<file path="src/rtl/axi2apb_bridge.sv">
// axi2apb_bridge
//   AXI4 slave -> APB3 master bridge for the peripheral window. One AXI
//   transaction is in flight at a time. Each AXI beat becomes one 32-bit APB
//   transfer on the 32-bit lane of the 64-bit data bus selected by addr[2].
//   Beats of size 3 (64-bit) are not forwarded; they complete with SLVERR.
// Ports
//   clk, rst_n             clock, async active-low reset
//   slave_aw_* / slave_w_* AXI write address / data channels (in)
//   slave_b_*              AXI write response channel (out)
//   slave_ar_*             AXI read address channel (in)
//   slave_r_*              AXI read data channel (out)
//   psel/penable/pwrite/paddr/pwdata   APB master request (out)
//   prdata/pready/pslverr               APB completion (in)
module axi2apb_bridge #(
  parameter int AXI_ADDR_WIDTH = 32,
  parameter int AXI_DATA_WIDTH = 64,
  parameter int AXI_ID_WIDTH   = 2,
  parameter int AXI_USER_WIDTH = 0,
  parameter int APB_ADDR_WIDTH = 32,
  localparam int UW = (AXI_USER_WIDTH > 0) ? AXI_USER_WIDTH : 1
) (
  input  logic                      clk,
  input  logic                      rst_n,
  // AW
  input  logic [AXI_ID_WIDTH-1:0]   slave_aw_id,
  input  logic [AXI_ADDR_WIDTH-1:0] slave_aw_addr,
  input  logic [7:0]                slave_aw_len,
  input  logic [2:0]                slave_aw_size,
  input  logic [1:0]                slave_aw_burst,
  input  logic                      slave_aw_valid,
  output logic                      slave_aw_ready,
  // W
  input  logic [AXI_DATA_WIDTH-1:0] slave_w_data,
  input  logic                      slave_w_last,
  input  logic                      slave_w_valid,
  output logic                      slave_w_ready,
  // B
  output logic [AXI_ID_WIDTH-1:0]   slave_b_id,
  output logic [1:0]                slave_b_resp,
  output logic [UW-1:0]             slave_b_user,
  output logic                      slave_b_valid,
  input  logic                      slave_b_ready,
  // AR
  input  logic [AXI_ID_WIDTH-1:0]   slave_ar_id,
  input  logic [AXI_ADDR_WIDTH-1:0] slave_ar_addr,
  input  logic [7:0]                slave_ar_len,
  input  logic [2:0]                slave_ar_size,
  input  logic [1:0]                slave_ar_burst,
  input  logic                      slave_ar_valid,
  output logic                      slave_ar_ready,
  // R
  output logic [AXI_ID_WIDTH-1:0]   slave_r_id,
  output logic [AXI_DATA_WIDTH-1:0] slave_r_data,
  output logic [1:0]                slave_r_resp,
  output logic                      slave_r_last,
  output logic [UW-1:0]             slave_r_user,
  output logic                      slave_r_valid,
  input  logic                      slave_r_ready,
  // APB
  output logic                      penable,
  output logic                      pwrite,
  output logic [APB_ADDR_WIDTH-1:0] paddr,
  output logic                      psel,
  output logic [31:0]               pwdata,
  input  logic [31:0]               prdata,
  input  logic                      pready,
  input  logic                      pslverr
);

  typedef enum logic [2:0] {
    S_IDLE, S_WAIT_W, S_SETUP, S_ACCESS, S_WR_RESP, S_RD_RESP
  } state_t;

  state_t                    r_state, w_state_nxt;
  logic [AXI_ID_WIDTH-1:0]   r_axi_id;
  logic [AXI_ADDR_WIDTH-1:0] r_addr;
  logic [7:0]                r_len, r_beat;
  logic [2:0]                r_size;
  logic [1:0]                r_burst;
  logic                      r_write;
  logic                      r_wr_err;   // sticky over the whole write burst
  logic                      r_rd_err;   // error of the current read beat
  logic [31:0]               r_prdata;
  logic [31:0]               r_pwdata;
  logic                      r_prio_wr;  // 1: write wins the next AW/AR collision

  logic                      w_aw_grant, w_ar_grant, w_last_beat, w_wide;
  logic [AXI_ADDR_WIDTH-1:0] w_addr_nxt;
  logic                      w_unused;

  // w_last is informational only; the latched len decides the last beat.
  assign w_unused = slave_w_last;

  assign w_aw_grant  = (r_state == S_IDLE) && slave_aw_valid && (!slave_ar_valid || r_prio_wr);
  assign w_ar_grant  = (r_state == S_IDLE) && slave_ar_valid && !w_aw_grant;
  assign w_last_beat = (r_beat == r_len);
  assign w_wide      = (r_size >= 3'd3);
  // WRAP behaves like INCR; FIXED keeps the address. Wraps modulo 2^AXI_ADDR_WIDTH.
  assign w_addr_nxt  = (r_burst == 2'b00) ? r_addr
                                           : r_addr + (AXI_ADDR_WIDTH'(1) << r_size);

  always_ff @(posedge clk or negedge rst_n) begin
    if (!rst_n) r_state <= S_IDLE;
    else        r_state <= w_state_nxt;
  end

  always_comb begin
    w_state_nxt    = r_state;
    slave_aw_ready = w_aw_grant;
    slave_ar_ready = w_ar_grant;
    slave_w_ready  = 1'b0;
    slave_b_valid  = 1'b0;
    slave_r_valid  = 1'b0;
    psel           = 1'b0;
    penable        = 1'b0;
    unique case (r_state)
      S_IDLE: begin
        if (w_aw_grant)      w_state_nxt = S_WAIT_W;
        else if (w_ar_grant) w_state_nxt = (slave_ar_size >= 3'd3) ? S_RD_RESP : S_SETUP;
      end
      S_WAIT_W: begin
        slave_w_ready = 1'b1;
        if (slave_w_valid) begin
          if (!w_wide)          w_state_nxt = S_SETUP;
          else if (w_last_beat) w_state_nxt = S_WR_RESP;
        end
      end
      S_SETUP: begin
        psel        = 1'b1;
        w_state_nxt = S_ACCESS;
      end
      S_ACCESS: begin
        psel    = 1'b1;
        penable = 1'b1;
        if (pready) begin
          if (!r_write)         w_state_nxt = S_RD_RESP;
          else if (w_last_beat) w_state_nxt = S_WR_RESP;
          else                  w_state_nxt = S_WAIT_W;
        end
      end
      S_RD_RESP: begin
        slave_r_valid = 1'b1;
        if (slave_r_ready) begin
          if (w_last_beat) w_state_nxt = S_IDLE;
          else if (!w_wide) w_state_nxt = S_SETUP;
        end
      end
      S_WR_RESP: begin
        slave_b_valid = 1'b1;
        if (slave_b_ready) w_state_nxt = S_IDLE;
      end
      default: w_state_nxt = S_IDLE;
    endcase
  end

  always_ff @(posedge clk or negedge rst_n) begin
    if (!rst_n) begin
      r_axi_id  <= '0;
      r_addr    <= '0;
      r_len     <= '0;
      r_beat    <= '0;
      r_size    <= '0;
      r_burst   <= '0;
      r_write   <= 1'b0;
      r_wr_err  <= 1'b0;
      r_rd_err  <= 1'b0;
      r_prdata  <= '0;
      r_pwdata  <= '0;
      r_prio_wr <= 1'b1;
    end else begin
      if (w_aw_grant) begin
        r_axi_id  <= slave_aw_id;
        r_addr    <= slave_aw_addr;
        r_len     <= slave_aw_len;
        r_size    <= slave_aw_size;
        r_burst   <= slave_aw_burst;
        r_write   <= 1'b1;
        r_beat    <= '0;
        r_wr_err  <= 1'b0;
        r_prio_wr <= 1'b0;
      end else if (w_ar_grant) begin
        r_axi_id  <= slave_ar_id;
        r_addr    <= slave_ar_addr;
        r_len     <= slave_ar_len;
        r_size    <= slave_ar_size;
        r_burst   <= slave_ar_burst;
        r_write   <= 1'b0;
        r_beat    <= '0;
        r_wr_err  <= 1'b0;
        r_prio_wr <= 1'b1;
        // 64-bit reads never reach APB: answer zero data with SLVERR.
        r_prdata  <= '0;
        r_rd_err  <= (slave_ar_size >= 3'd3);
      end

      if (r_state == S_WAIT_W && slave_w_valid) begin
        r_pwdata <= r_addr[2] ? slave_w_data[63:32] : slave_w_data[31:0];
        if (w_wide) begin
          r_wr_err <= 1'b1;
          if (!w_last_beat) begin
            r_beat <= r_beat + 8'd1;
            r_addr <= w_addr_nxt;
          end
        end
      end

      if (r_state == S_ACCESS && pready) begin
        if (r_write) begin
          r_wr_err <= r_wr_err | pslverr;
          if (!w_last_beat) begin
            r_beat <= r_beat + 8'd1;
            r_addr <= w_addr_nxt;
          end
        end else begin
          r_prdata <= prdata;
          r_rd_err <= pslverr;
        end
      end

      if (r_state == S_RD_RESP && slave_r_ready && !w_last_beat) begin
        r_beat <= r_beat + 8'd1;
        r_addr <= w_addr_nxt;
      end
    end
  end

  assign pwrite       = r_write;
  assign paddr        = r_addr[APB_ADDR_WIDTH-1:0];
  assign pwdata       = r_pwdata;
  assign slave_b_id   = r_axi_id;
  assign slave_b_resp = r_wr_err ? 2'b10 : 2'b00;
  assign slave_b_user = '0;
  assign slave_r_id   = r_axi_id;
  assign slave_r_data = {r_prdata, r_prdata};
  assign slave_r_resp = r_rd_err ? 2'b10 : 2'b00;
  assign slave_r_last = w_last_beat;
  assign slave_r_user = '0;

endmodule

</file>
<file path="config.mk">
export PLATFORM = sky130hd
export DESIGN_NAME = axi2apb_bridge
export DESIGN_NICKNAME = d
export VERILOG_FILES = /design/src/rtl/axi2apb_bridge.sv
export SDC_FILE = /design/constraint.sdc
export NUM_CORES = 1
export LEC_CHECK = 0
export ABC_AREA = 1
export BUFFER_PORTS_ARGS = -buffer_cell sky130_fd_sc_hd__buf_4
export CAP_MARGIN = 20
export CORE_MARGIN = 3
export CORE_UTILIZATION = 30
export CTS_CLUSTER_DIAMETER = 150
export CTS_CLUSTER_SIZE = 30
export DETAILED_ROUTE_END_ITERATION = 12
export SYNTH_ARGS = -nofsm -noshare
export SYNTH_HDL_FRONTEND = slang
export SYNTH_SLANG_ARGS = --single-unit
</file>
<file path="constraint.sdc">
create_clock -name clk -period 2.9 [get_ports clk]
set_clock_uncertainty 0.05 [all_clocks]
set_input_delay 0.58 -clock clk [delete_from_list [all_inputs] [get_ports clk]]
set_output_delay 0.58 -clock clk [all_outputs]
set_load 0.02 [all_outputs]
</file>
==> summary.txt <==
Route
  • Routed len/inst: 16.5 um
  • # DRC: 0
  • DRT Pass-1 Iters: 4
  • Vias/cell: 4.83
  • Via count: 8,172
  • DR iter-0 viols: 498
  • Post-route ant nets: 0
  • Drt total wl: 27.9 mm

Timing
  • Final Hold Fails: 0
  • Final Cycle Share: 93.6%
  • FMAX: 368 MHz
  • RSZ-0062 raised after global routing: no
  • Fin. max-slew vios: 0
  • Worst slew margin: 32.6%
  • Worst slew pin tran: 1010 ps
  • # setup viols final: 0
  • Min cycle time layout: 2720 ps
  • Setup_tns: 0 ps

Power and ir drop
  • VDD IR max: 0.443 mV
  • P_leak: 5.66 nW
  • Power per cell area: 1050 nW/um2

Global routing
  • Initial antenna violation count: 0
  • Largest net degree at the start of global routing: 65
  • Grt ovf: 0
  • Overall routing resource usage: 19.9%
  • Vias in the first global route: 8,160
  • First-pass GRT wire length: 44.6 mm

Layout
  • Final net count: 1,565
  • Layout cell share with drive strength beyond 1: 31.1%
  • Most common cell after layout, fill and taps aside: buf_4
  • Final core occ: 44.1%
  • # fillers: 2,572
  • Synth-to-layout area growth: 41.7%
  • Most frequent cells in the layout: buf_4, nand2_1, dfrtp_1, inv_1, nor2_1
  • Diode count: 0

Floorplan
  • Die width: 166 um
  • Initial Utilization: 31.1%
  • Site Rows: 57
  • Die area: 27,600 um2
  • Die H: 166 um
  • I/O Pins: 347
  • Core area: 24,700 um2

Placement
  • HPWL after detailed placement: 21.2 mm
  • I/O Buffers: 341
  • Placer Congestion: 0.883

Setup path
  • Crit path kind: register to output pin
  • Req. time, crit path: 2270 ps
  • Crit path DAT: 2090 ps
  • Worst Path Max Fanout: 22
  • Setup crit end kind: output pin
  • CP Launch Type: register

Clock tree
  • Worst-Skew Late Latency: 420 ps
  • CTS resizes: 0
  • CTS buffer count: 17
  • Clock Tree Buf Depth: 2
  • Clock root buffer: clkbuf_16
  • Clk slew on worst S/H paths: 60 ps
  • Post-CTS setup repair buffer count: 0
  • CTS H-Tree Depth: 4
  • CTS tree: yes
  • CTS Sinks: 126
  • Post-CTS Hold Buffers: 0

Run status
  • Status: complete, no violations

Logic synthesis
  • Cell Area, Synth: 7700 um2
  • Synthesis-stage register bit count: 126
  • Compound-gate portion of the synthesized area: 13.1%
  • FFs w/ async S/R, synth: 100%
  • Xor and xnor area share after synthesis: 1.25%
  • Yosys warns: 0
  • Post-synth EDFFs: 0
  • Mux contribution to synthesized area: 0%
  • Largest family of logic cells by synthesized area: simple AND/OR/NAND/NOR gates
  • Seq/Total Area, Yosys: 41.0%
  • Synth Area in Simple Gates: 31.0%
  • Syn Area/Cell: 7.24 um2
  • Adder-cell share of the synthesized area: 1.56%
  • Ys flop type: dfrtp_1
  • Syn Inst Count: 1,064
  • Netlist cell types: 48

Min path
  • Worst Hold Class: input port to async pin

Run
  • MaxCap Viol Count: 0
-- per-stage QoR --
step / cells / cell area (um2) / total power (W) / hold slack, ps / setup slack, ps
final: 1693 / 10900 / 0.0114 / 39.2 / 185
after floorplan: 1067 / 7710 / 0.00701 / 234 / 714
after global placement: 1661 / 10300 / 0.00926 / 413 / 352
after global routing: 1693 / 10900 / 0.0123 / 71.5 / 5.53
after detailed placement: 1661 / 10300 / 0.00932 / 417 / 219
after CTS: 1693 / 10900 / 0.0115 / 54.5 / 27.4
-- logic make-up after synthesis --
kind of cell | Yosys count
flip-flops | 126
AND/OR/NAND/NOR | 564
AO/OA/AOI/OAI | 161
other | 1
buffers and inverters | 192
XOR/XNOR | 11
adder cells (fa/ha/maj) | 9
-- per-layer routing --
layer / wire (um) / part of all wire [%] / GRT usage [%] / vias up
met5: 0 / 0 / 0 / -
met2: 13400 / 48 / 33.6 / 271
met1: 12000 / 43 / 25.1 / 3812
li1: - / - / - / 4043
met4: 709 / 2.5 / 6.33 / 0
met3: 1790 / 6.4 / 5.21 / 46
-- sequential cells by signal, summed over array words and instances, names as in the netlist --
| name | count |
|---|---|
| paddr | 32 |
| pwdata | 32 |
| r_prdata | 32 |
| r_beat | 8 |
| r_len | 8 |
| r_size | 3 |
| r_state | 3 |
| r_burst | 2 |
| slave_b_id | 2 |
| pwrite | 1 |
| r_prio_wr | 1 |
| r_rd_err | 1 |
| r_wr_err | 1 |
-- cell type report --
class	instances	area [um2]	share of cell area [%]
Timing Repair Buffer	361	2740	25.1
Inverter	101	384	3.52
Sequential cell	126	3150	28.9
Multi-Input combinational cell	749	3650	33.4
Tap cell	324	405	3.72
Clock inverter	15	151	1.39
Clock buffer	17	425	3.90
-- path summary, 6_finish.rpt --
path | from | to | slack, ps | cells after the start
worst max register to register | r_size[1] | paddr[26] | 250 | 16
worst max-delay path | r_state[0] | slave_ar_ready | 180 | 6
worst min register to register | r_prio_wr | r_prio_wr | 420 | 2
worst min-delay path | rst_n | pwdata[25] | 40 | 1
min in group clk | prdata[13] | r_prdata[13] | 300 | 3
max in group asynchronous | rst_n | r_beat[3] | 2050 | 2
-- synth_stat cells (2+ instances only) --
master | instances | area, um2
ha_1 | 8 | 100
o31ai_1 | 2 | 15.0
nand2_4 | 2 | 22.5
nor2_1 | 83 | 312
a22oi_1 | 12 | 90.1
clkinv_1 | 2 | 7.51
a211oi_1 | 2 | 15.0
a31oi_1 | 33 | 206
clkbuf_1 | 23 | 86.3
inv_2 | 5 | 18.8
inv_1 | 93 | 349
nand4_1 | 17 | 106
o21ai_0 | 23 | 115
nor2_2 | 4 | 25.0
xor2_1 | 11 | 96.3
buf_4 | 44 | 330
buf_6 | 2 | 22.5
a221oi_1 | 9 | 78.8
nor4_1 | 4 | 25.0
nand2_2 | 4 | 25.0
nor3_1 | 22 | 110
buf_2 | 19 | 95.1
a21oi_1 | 36 | 180
o2111ai_1 | 3 | 26.3
dfrtp_1 | 125 | 3130
o21ai_1 | 10 | 50.1
buf_1 | 3 | 11.3
nor2_4 | 3 | 33.8
nand2_1 | 345 | 1290
o22ai_1 | 4 | 25.0
o211ai_1 | 20 | 150
or2_2 | 5 | 31.3
nand3_1 | 71 | 355
-- report_power, final --
| part | total, W | leakage (nW) | internal (W) | switching [W] |
|---|---|---|---|---|
| combinational | 0.00610 | 3.84 | 0.00231 | 0.00379 |
| sequential | 0.00316 | 1.55 | 0.00247 | 0.000695 |
| clock | 0.00215 | 0.268 | 0.00121 | 0.000938 |
-- worst max-delay path, cell delays in order, from the launching register on --
cell and delay, ps:
dfrtp_1 450, nor3_4 320, nand2_1 110, nand2_1 240, nand2_2 130, inv_6 200, buf_4 180
Power figures use the tool's default switching activity.
